**src/rtl/dot_prod_feeder.sv**
```systemverilog
// Streams aligned reference/received sample pairs into the CAF dot-product correlator,
// one window per lag, with the received window sliding by one sample per lag.
module dot_prod_feeder #(
    parameter int xi_bits             = 12,
    parameter int xq_bits             = 12,
    parameter int yi_bits             = 12,
    parameter int yq_bits             = 12,
    parameter int length              = 5,
    parameter int length_counter_bits = 3,
    parameter int num_lags            = 3,
    parameter int lag_bits            = 2,
    parameter int rx_addr_bits        = 3,
    parameter bit conj_y              = 1'b1
) (
    input  logic                           clk,
    input  logic                           rst,
    input  logic                           ref_we,
    input  logic [length_counter_bits-1:0] ref_addr,
    input  logic [xi_bits-1:0]             ref_i,
    input  logic [xq_bits-1:0]             ref_q,
    input  logic                           rx_we,
    input  logic [rx_addr_bits-1:0]        rx_addr,
    input  logic [yi_bits-1:0]             rx_i,
    input  logic [yq_bits-1:0]             rx_q,
    input  logic                           start,
    input  logic                           m_axis_tready,
    output logic                           s_axis_x_tvalid,
    output logic                           s_axis_y_tvalid,
    output logic [xi_bits-1:0]             xi,
    output logic [xq_bits-1:0]             xq,
    output logic [yi_bits-1:0]             yi,
    output logic [yq_bits-1:0]             yq,
    output logic [lag_bits-1:0]            lag,
    output logic                           busy,
    output logic                           done
);

    typedef enum logic [1:0] {S_IDLE, S_PRIME, S_STREAM, S_DONE} state_t;

    state_t r_state, w_state_next;

    logic [xi_bits+xq_bits-1:0] r_ref_mem [0:(1<<length_counter_bits)-1];
    logic [yi_bits+yq_bits-1:0] r_rx_mem  [0:(1<<rx_addr_bits)-1];
    logic [xi_bits+xq_bits-1:0] r_ref_rd;
    logic [yi_bits+yq_bits-1:0] r_rx_rd;

    logic [length_counter_bits-1:0] r_k;
    logic [lag_bits-1:0]            r_l;
    logic                           r_issue_done;
    logic                           r_q_valid;
    logic                           r_q_last;
    logic [lag_bits-1:0]            r_q_lag;

    logic                r_valid;
    logic                r_last;
    logic [lag_bits-1:0] r_lag;
    logic [xi_bits-1:0]  r_xi;
    logic [xq_bits-1:0]  r_xq;
    logic [yi_bits-1:0]  r_yi;
    logic [yq_bits-1:0]  r_yq;

    logic                    w_idle;
    logic                    w_k_last;
    logic                    w_l_last;
    logic                    w_xfer;
    logic                    w_load;
    logic                    w_rd;
    logic [rx_addr_bits-1:0] w_rx_rd_addr;
    logic [yq_bits-1:0]      w_rx_q;
    logic [yq_bits-1:0]      w_q_min;
    logic [yq_bits-1:0]      w_yq;

    assign w_idle       = (r_state == S_IDLE);
    assign w_k_last     = (r_k == length_counter_bits'(length - 1));
    assign w_l_last     = (r_l == lag_bits'(num_lags - 1));
    assign w_xfer       = r_valid & m_axis_tready;
    // The RAM read register acts as the skid stage: it is only refilled when the
    // output register takes its pair, so a stall freezes both stages.
    assign w_load       = r_q_valid & (~r_valid | m_axis_tready);
    assign w_rd         = (r_state == S_PRIME) |
                          ((r_state == S_STREAM) & ~r_issue_done & (~r_q_valid | w_load));
    assign w_rx_rd_addr = rx_addr_bits'(r_k) + rx_addr_bits'(r_l);

    assign w_rx_q  = r_rx_rd[yq_bits-1:0];
    assign w_q_min = {1'b1, {(yq_bits-1){1'b0}}};
    // Negating the most-negative code would overflow, so it saturates to max positive.
    assign w_yq    = !conj_y ? w_rx_q :
                     (w_rx_q == w_q_min) ? ~w_q_min : (~w_rx_q + 1'b1);

    always_ff @(posedge clk) begin
        if (ref_we && w_idle) begin
            r_ref_mem[ref_addr] <= {ref_i, ref_q};
        end
        if (w_rd) begin
            r_ref_rd <= r_ref_mem[r_k];
        end
    end

    always_ff @(posedge clk) begin
        if (rx_we && w_idle) begin
            r_rx_mem[rx_addr] <= {rx_i, rx_q};
        end
        if (w_rd) begin
            r_rx_rd <= r_rx_mem[w_rx_rd_addr];
        end
    end

    always_ff @(posedge clk or posedge rst) begin
        if (rst) begin
            r_state <= S_IDLE;
        end else begin
            r_state <= w_state_next;
        end
    end

    always_comb begin
        w_state_next = r_state;
        case (r_state)
            S_IDLE:   if (start) w_state_next = S_PRIME;
            S_PRIME:  w_state_next = S_STREAM;
            S_STREAM: if (w_xfer && r_last) w_state_next = S_DONE;
            S_DONE:   w_state_next = S_IDLE;
            default:  w_state_next = S_IDLE;
        endcase
    end

    always_ff @(posedge clk or posedge rst) begin
        if (rst) begin
            r_k          <= '0;
            r_l          <= '0;
            r_issue_done <= 1'b0;
            r_q_valid    <= 1'b0;
            r_q_last     <= 1'b0;
            r_q_lag      <= '0;
        end else if (w_idle) begin
            r_k          <= '0;
            r_l          <= '0;
            r_issue_done <= 1'b0;
            r_q_valid    <= 1'b0;
        end else if (w_rd) begin
            r_q_valid <= 1'b1;
            r_q_last  <= w_k_last & w_l_last;
            r_q_lag   <= r_l;
            if (w_k_last) begin
                r_k <= '0;
                if (w_l_last) begin
                    r_issue_done <= 1'b1;
                end else begin
                    r_l <= r_l + 1'b1;
                end
            end else begin
                r_k <= r_k + 1'b1;
            end
        end else if (w_load) begin
            r_q_valid <= 1'b0;
        end
    end

    always_ff @(posedge clk or posedge rst) begin
        if (rst) begin
            r_valid <= 1'b0;
            r_last  <= 1'b0;
            r_lag   <= '0;
            r_xi    <= '0;
            r_xq    <= '0;
            r_yi    <= '0;
            r_yq    <= '0;
        end else if (w_load) begin
            r_valid <= 1'b1;
            r_last  <= r_q_last;
            r_lag   <= r_q_lag;
            r_xi    <= r_ref_rd[xi_bits+xq_bits-1 -: xi_bits];
            r_xq    <= r_ref_rd[xq_bits-1:0];
            r_yi    <= r_rx_rd[yi_bits+yq_bits-1 -: yi_bits];
            r_yq    <= w_yq;
        end else if (w_xfer) begin
            r_valid <= 1'b0;
        end
    end

    assign s_axis_x_tvalid = r_valid;
    assign s_axis_y_tvalid = r_valid;
    assign xi              = r_xi;
    assign xq              = r_xq;
    assign yi              = r_yi;
    assign yq              = r_yq;
    assign lag             = r_lag;
    assign busy            = (r_state == S_PRIME) | (r_state == S_STREAM);
    assign done            = (r_state == S_DONE);

endmodule
```
**config.mk**
```make
export PLATFORM = sky130hd
export DESIGN_NAME = dot_prod_feeder
export DESIGN_NICKNAME = d
export VERILOG_FILES = /design/src/rtl/dot_prod_feeder.sv
export SDC_FILE = /design/constraint.sdc
export NUM_CORES = 1
export LEC_CHECK = 0
export ABC_AREA = 0
export CAP_MARGIN = 20
export CORE_MARGIN = 2
export CORE_UTILIZATION = 55
export CTS_BUF_LIST = sky130_fd_sc_hd__clkbuf_4 sky130_fd_sc_hd__clkbuf_8 sky130_fd_sc_hd__clkbuf_16
export DETAILED_ROUTE_END_ITERATION = 16
export PLACE_DENSITY = 0.85
export SLEW_MARGIN = 10
export SYNTH_ARGS = -nofsm -noshare
export SYNTH_HDL_FRONTEND = slang
export SYNTH_SLANG_ARGS = --single-unit
```
**constraint.sdc**
```tcl
create_clock -name clk -period 7.5 [get_ports clk]
set_clock_uncertainty 0.2 [all_clocks]
set_input_delay 1.5 -clock clk [delete_from_list [all_inputs] [get_ports clk]]
set_output_delay 1.5 -clock clk [all_outputs]
set_load 0.02 [all_outputs]
```
==> results of run 1 <==
==> how the worst min path moves through the flow <==
stage / end / startpoint / slack [ns] / cells past startpoint
6_report: yi[4] / r_rx_rd[16] / 0.24 / 2
5_1_grt: yi[4] / r_rx_rd[16] / 0.25 / 2
4_1_cts: yi[4] / r_rx_rd[16] / 0.24 / 2
3_5_place_dp: xq[1] / r_ref_rd[1] / 0.23 / 2
3_3_place_gp: yi[8] / r_rx_rd[20] / 0.22 / 2
2_1_floorplan: xi[0] / r_ref_rd[12] / 0.21 / 2
==> cell usage after synthesis (4+ instances only) <==
library cell / instances
mux4_2: 96
nor2_1: 24
buf_1: 6
dfrtp_1: 64
nor3_1: 9
o21ai_0: 4
clkbuf_1: 21
nand2b_1: 5
edfxtp_1: 432
nand2_1: 130
ha_1: 10
nor4_1: 4
buf_2: 11
mux2_2: 54
a21oi_1: 7
inv_1: 12
==> sequential cells by signal, indices dropped and copies added (netlist names), 2 cells and up <==
name	cells
r_rx_rd	24
r_state	2
r_k	3
r_q_lag	2
r_rx_mem	192
xq	12
lag	2
r_ref_mem	192
r_l	2
yq	12
yi	12
xi	12
r_ref_rd	24
==> critical path, cell delays in order <==
cell and delay, ns:
clkdlybuf4s50_1 0.52, and3b_1 0.23, o21bai_4 0.72, buf_4 0.56, mux2i_1 0.28, nor2_1 0.07
==> through the flow <==
stage          power (mW)  worst slack, ns  util, %  std cells
4_1_cts              8.41             3.74     66.0       1561
2_1_floorplan        5.20             3.28        -        938
6_report             8.41             3.77     66.3       1567
5_1_grt              8.74             3.69     66.3       1566
3_3_place_gp         5.88             3.35     61.2       1475
3_5_place_dp         5.96             3.32     61.2       1475
==> cell usage in the layout (no fill, tap or decap), types with 4 or more instances in the layout <==
master / instances
a21oi_1: 7
mux2_2: 54
nor2_2: 4
mux4_2: 96
clkbuf_4: 14
clkbuf_8: 6
inv_1: 11
buf_4: 16
ha_1: 9
o21ai_0: 4
clkinv_2: 7
nand2_1: 129
clkbuf_16: 46
nand2b_1: 5
dfrtp_1: 62
clkdlybuf4s50_1: 113
nor2_4: 6
edfxtp_1: 432
nor3_2: 7
nor2_1: 14
bufinv_16: 6
nor4_1: 4
==> report_power, final <==
| part | internal, mW | switching, mW |
|---|---|---|
| Sequential | 3.47 | 0.236 |
| Combinational | 1.09 | 1.17 |
| Clock | 1.46 | 0.989 |
| Total | 6.02 | 2.39 |
==> layer usage <==
layer,global-route usage [%],wire length [um],up-vias
met2,36.6,19600,450
met3,4.15,2940,72
met1,31.1,15600,4825
li1,-,-,3984
met4,6.64,845,4
met5,0,27,-
==> layout make-up <==
cell class,count,share of cell area [%]
antenna,3,0.0337
inverter,12,0.202
sequential,496,65.4
tap,448,2.52
clock inverter,20,1.22
timing repair buffer,132,5.95
clock buffer,66,6.01
multi-input combinational,390,18.6
==> cells by family (layout without fill, tap and decap cells) <==
family                   Yosys count  in the layout  share of synthesized area, %
XOR/XNOR                           6              6                         0.279
flip-flops                       496            496                          77.4
AND/OR/NAND/NOR                  193            193                          4.51
buffers and inverters             52            230                          1.15
multiplexers                     152            152                          14.8
adder cells (fa/ha/maj)           11             11                         0.771
AO/OA/AOI/OAI                     28             28                          1.03
other                              0              3                             0
==> flow_summary.yaml, run 1 <==
run_status:
  outcome: "finished clean"
worst_setup_path:
  crit_type: "primary input to register"
  cp_max_fo: 30
  cp.arrival_ns: 3.93
  r2r_cells: 7
  crit_path_start_kind: "primary input"
  crit_required_ns: 7.70
  rr_startpoint: "r_k[0]"
  startpoint: "m_axis_tready"
  regToRegSetupSlack_ns: 4.00
  end_kind: "register"
  endpoint: "r_k[1]"
  r2r_end: "r_rx_rd[2]"
sta:
  holdWs_ns: 0.243
  max_freq_ghz: 0.268
  tns_ns: 0
  finalCriticalPeriod_ns: 3.73
  worst_pin_slew_ns: 0.984
  hold_viol: 0
  fin_crit_sh_pct: 49.7
  setup_violations: 0
  drv_slew: 0
  rsz0062_at_grt: "false"
  max-slew-margin-rel_pct: 34.4
placed_design:
  hpwl_um: 20600
  gp_congestion: 0.754
  placed_area_um2: 20600
  portBuffers: 113
synth:
  syn_inst: 938
  synth_seq_cells: 496
  synth.distinct_cells: 47
  synth_top_area_share_pct: 68.9
  synth_area_um2: 18800
  synthFlopType: "edfxtp_1"
  syn_nets: 1009
  synth_largest_area_cell: "edfxtp_1"
  async_flop_share_pct: 12.9
  seq_area_frac_synth_pct: 77.4
  yosysWarnings: 0
  synth-edff-count: 432
  synthTopCellsByArea: "edfxtp_1 (69%), mux4_2 (11%), dfrtp_1 (8.5%)"
  avgSynthCellArea_um2: 20.1
floorplanning:
  die_y_um: 189
  num_rows: 67
  die_area_um2: 35700
  core_area_um2: 33600
  floorplan.initialDensity_pct: 56.0
  num_io_pins: 114
  die_w_um: 189
power_and_ir_drop:
  p_leak_nw: 7.58
  power.density_nw_per_um2: 377
  ir_worst_vdd_mv: 0.291
grt:
  grt_max_degree: 65
  grtUsageTotal_pct: 22.3
  grt_pass1_vias: 9798
  antenna_found_initial: 5
  overflow: 0
  grt_pass1_wl_um: 59700
clock_tree:
  clk_latency_ns: 0.56
  post_cts_buffers: 0
  postCtsResizedCells: 0
  clock_path_buffers: 3
  cts_buffers: 46
  hold_buffers: 0
  cts.sink_count: 496
  root_buffer: "clkbuf_16"
  clk_pin_slew_ns: 0.06
  cts_htree_levels: 2
  cts_tree: "built"
detailed_routing:
  vias: 9335
  drtAntennaViolNets: 0
  finalWirelength_um: 39100
  drt_iter0_drc: 992
  wl_per_cell_um: 24.9
  drc: 0
  dr.pass1.iters: 5
  via_per_inst: 5.96
final_layout:
  fill_cells: 2010
  area_growth_pct: 18.4
  regArea_um2: 14600
  layout-drive-gt1-share_pct: 25.4
  nets: 1149
  stdcell_area_um2: 22300
  multi_input_area_um2: 4150
min_path:
  hp-class: "register to register"
job:
  drv_cap: 0
Note: power is estimated with default switching activity, not from simulation.
==> inputs of run 2 (changes only) <==
==> constraint.sdc (replaced) <==
create_clock -name clk -period 3.75 [get_ports clk]
set_clock_uncertainty 0.2 [all_clocks]
set_input_delay 0.75 -clock clk [delete_from_list [all_inputs] [get_ports clk]]
set_output_delay 0.75 -clock clk [all_outputs]
set_load 0.02 [all_outputs]
==> run 2 against run 1 <==
Net effect: combinational power is 100% higher; final cell count is 0.51% higher; global-route usage is 1.3 points lower; wire length is 5.7% lower; die area stayed put; utilization hardly changed; non-clock buffer count is 9 higher; power is 98% higher; sequential power is 98% higher; sequential share of layout area hardly changed; worst hold slack worse by 0.0083 ns; critical path type is now register to output port; critical endpoint is now busy; largest cell class unchanged.
==> flow_summary.yaml, run 2 (synthesized netlist as in run 1, its figures left out) <==
run_status:
  outcome: "finished clean"
placed_design:
  portBuffers: 113
  dp_cells: 1487
  placed_area_um2: 20700
  gp_congestion: 0.794
  hpwl_um: 20300
worst_setup_path:
  end_kind: "output port"
  cp.arrival_ns: 1.98
  startpoint: "r_state[0]"
  crit_type: "register to output port"
  rr_startpoint: "r_k[0]"
  crit_path_start_kind: "register"
  cp_max_fo: 5
  crit_required_ns: 2.80
detailed_routing:
  vias: 9156
  finalWirelength_um: 36800
  drt_iter0_drc: 838
  wl_per_cell_um: 23.4
  drtAntennaViolNets: 0
  via_per_inst: 5.81
  drc: 0
  dr.pass1.iters: 5
sta:
  holdWs_ns: 0.235
  max_freq_ghz: 0.342
  drv_slew: 0
  max-slew-margin-rel_pct: 33.5
  setup_violations: 0
  worst_pin_slew_ns: 0.997
  fin_crit_sh_pct: 78.1
  finalCriticalPeriod_ns: 2.93
  tns_ns: 0
  rsz0062_at_grt: "false"
  hold_viol: 0
min_path:
  hp-start: "r_ref_rd[17]"
  hp-class: "register to register"
floorplanning:
  floorplan.initialDensity_pct: 56.0
  core_area_um2: 33600
  die_w_um: 189
  die_area_um2: 35700
  die_y_um: 189
  num_rows: 67
  num_io_pins: 114
final_layout:
  final_common_cell: "edfxtp_1"
  final_cell_mix: "edfxtp_1 (432), nand2_1 (129), clkdlybuf4s50_1 (113), mux4_2 (96), dfrtp_1 (62)"
  layout-drive-gt1-share_pct: 25.4
  stdcell_area_um2: 22300
  nets: 1158
  fin_cells: 1575
  area_growth_pct: 18.3
  top_regs: "r_ref_mem x192, r_rx_mem x192"
clock_tree:
  clk_latency_ns: 0.54
  cts_htree_levels: 2
  root_buffer: "clkbuf_16"
  clk_pin_slew_ns: 0.06
  clock_path_buffers: 3
  post_cts_buffers: 0
  cts_buffers: 46
  cts_tree: "built"
  postCtsResizedCells: 0
  cts.sink_count: 496
  hold_buffers: 0
grt:
  grt_max_degree: 53
  grtUsageTotal_pct: 21.0
  grt_pass1_vias: 9608
  antenna_found_initial: 5
  overflow: 0
  grt_pass1_wl_um: 56200
power_and_ir_drop:
  power.density_nw_per_um2: 748
  p_leak_nw: 7.60
  power_mw: 16.6
  ir_worst_vdd_mv: 0.410
job:
  drv_cap: 0
run 2: cell types whose count changed in the layout (fill, tap and decap cells not counted), sizes merged:
cell and change:
buf +9, clkinv +5, clkbuf -3, bufinv -2, inv -2, clkinvlp +1
run 2: path summary, 6_finish.rpt:
path | slack, ns | endpoint | cells past startpoint
min in group asynchronous | 0.43 | xq[11] | 2
setup reg to reg | 1.03 | r_rx_rd[2] | 4
hold / removal | 0.23 | xi[5] | 2
hold reg to reg | 0.23 | xi[5] | 2
max in group asynchronous | 2.20 | xi[11] | 3
setup / recovery | 0.82 | busy | 3
run 2: area by class of cell:
type                       instances  area [um2]
multi-input combinational        390        4120
sequential                       496       14600
tap                              448         561
inverter                          12        45.0
fill                            2034       11300
clock buffer                      63        1370
clock inverter                    22         209
antenna                            3        7.51
timing repair buffer             141        1380
run 2: power breakdown:
part	leakage (nW)	internal, mW	switching, mW
combinational	2.10	2.20	2.37
clock	0.781	2.83	1.91
sequential	4.72	6.94	0.402
total	7.60	12.0	4.68
run 2: critical path: stages, from the launching register on:
cell and delay [ns]:
dfrtp_1 0.42, inv_1 0.11, ha_1 0.31, clkdlybuf4s50_1 0.60
run 2: per-stage QoR:
stage	util, %	setup WS, ns
floorplan	-	0.200
global placement	61.5	0.909
detailed placement	61.5	0.883
CTS	66.2	0.803
global route	66.2	0.729
finish	66.2	0.823
run 2: metal layers:
metal  part of all wire (%)  global-route usage, %  up-vias
met3                    6.7                   3.89       64
met2                     49                   34.0      326
met1                     42                   29.5     4764
met5                  0.073                      0        -
met4                    2.3                   6.55        4
li1                       -                      -     3998
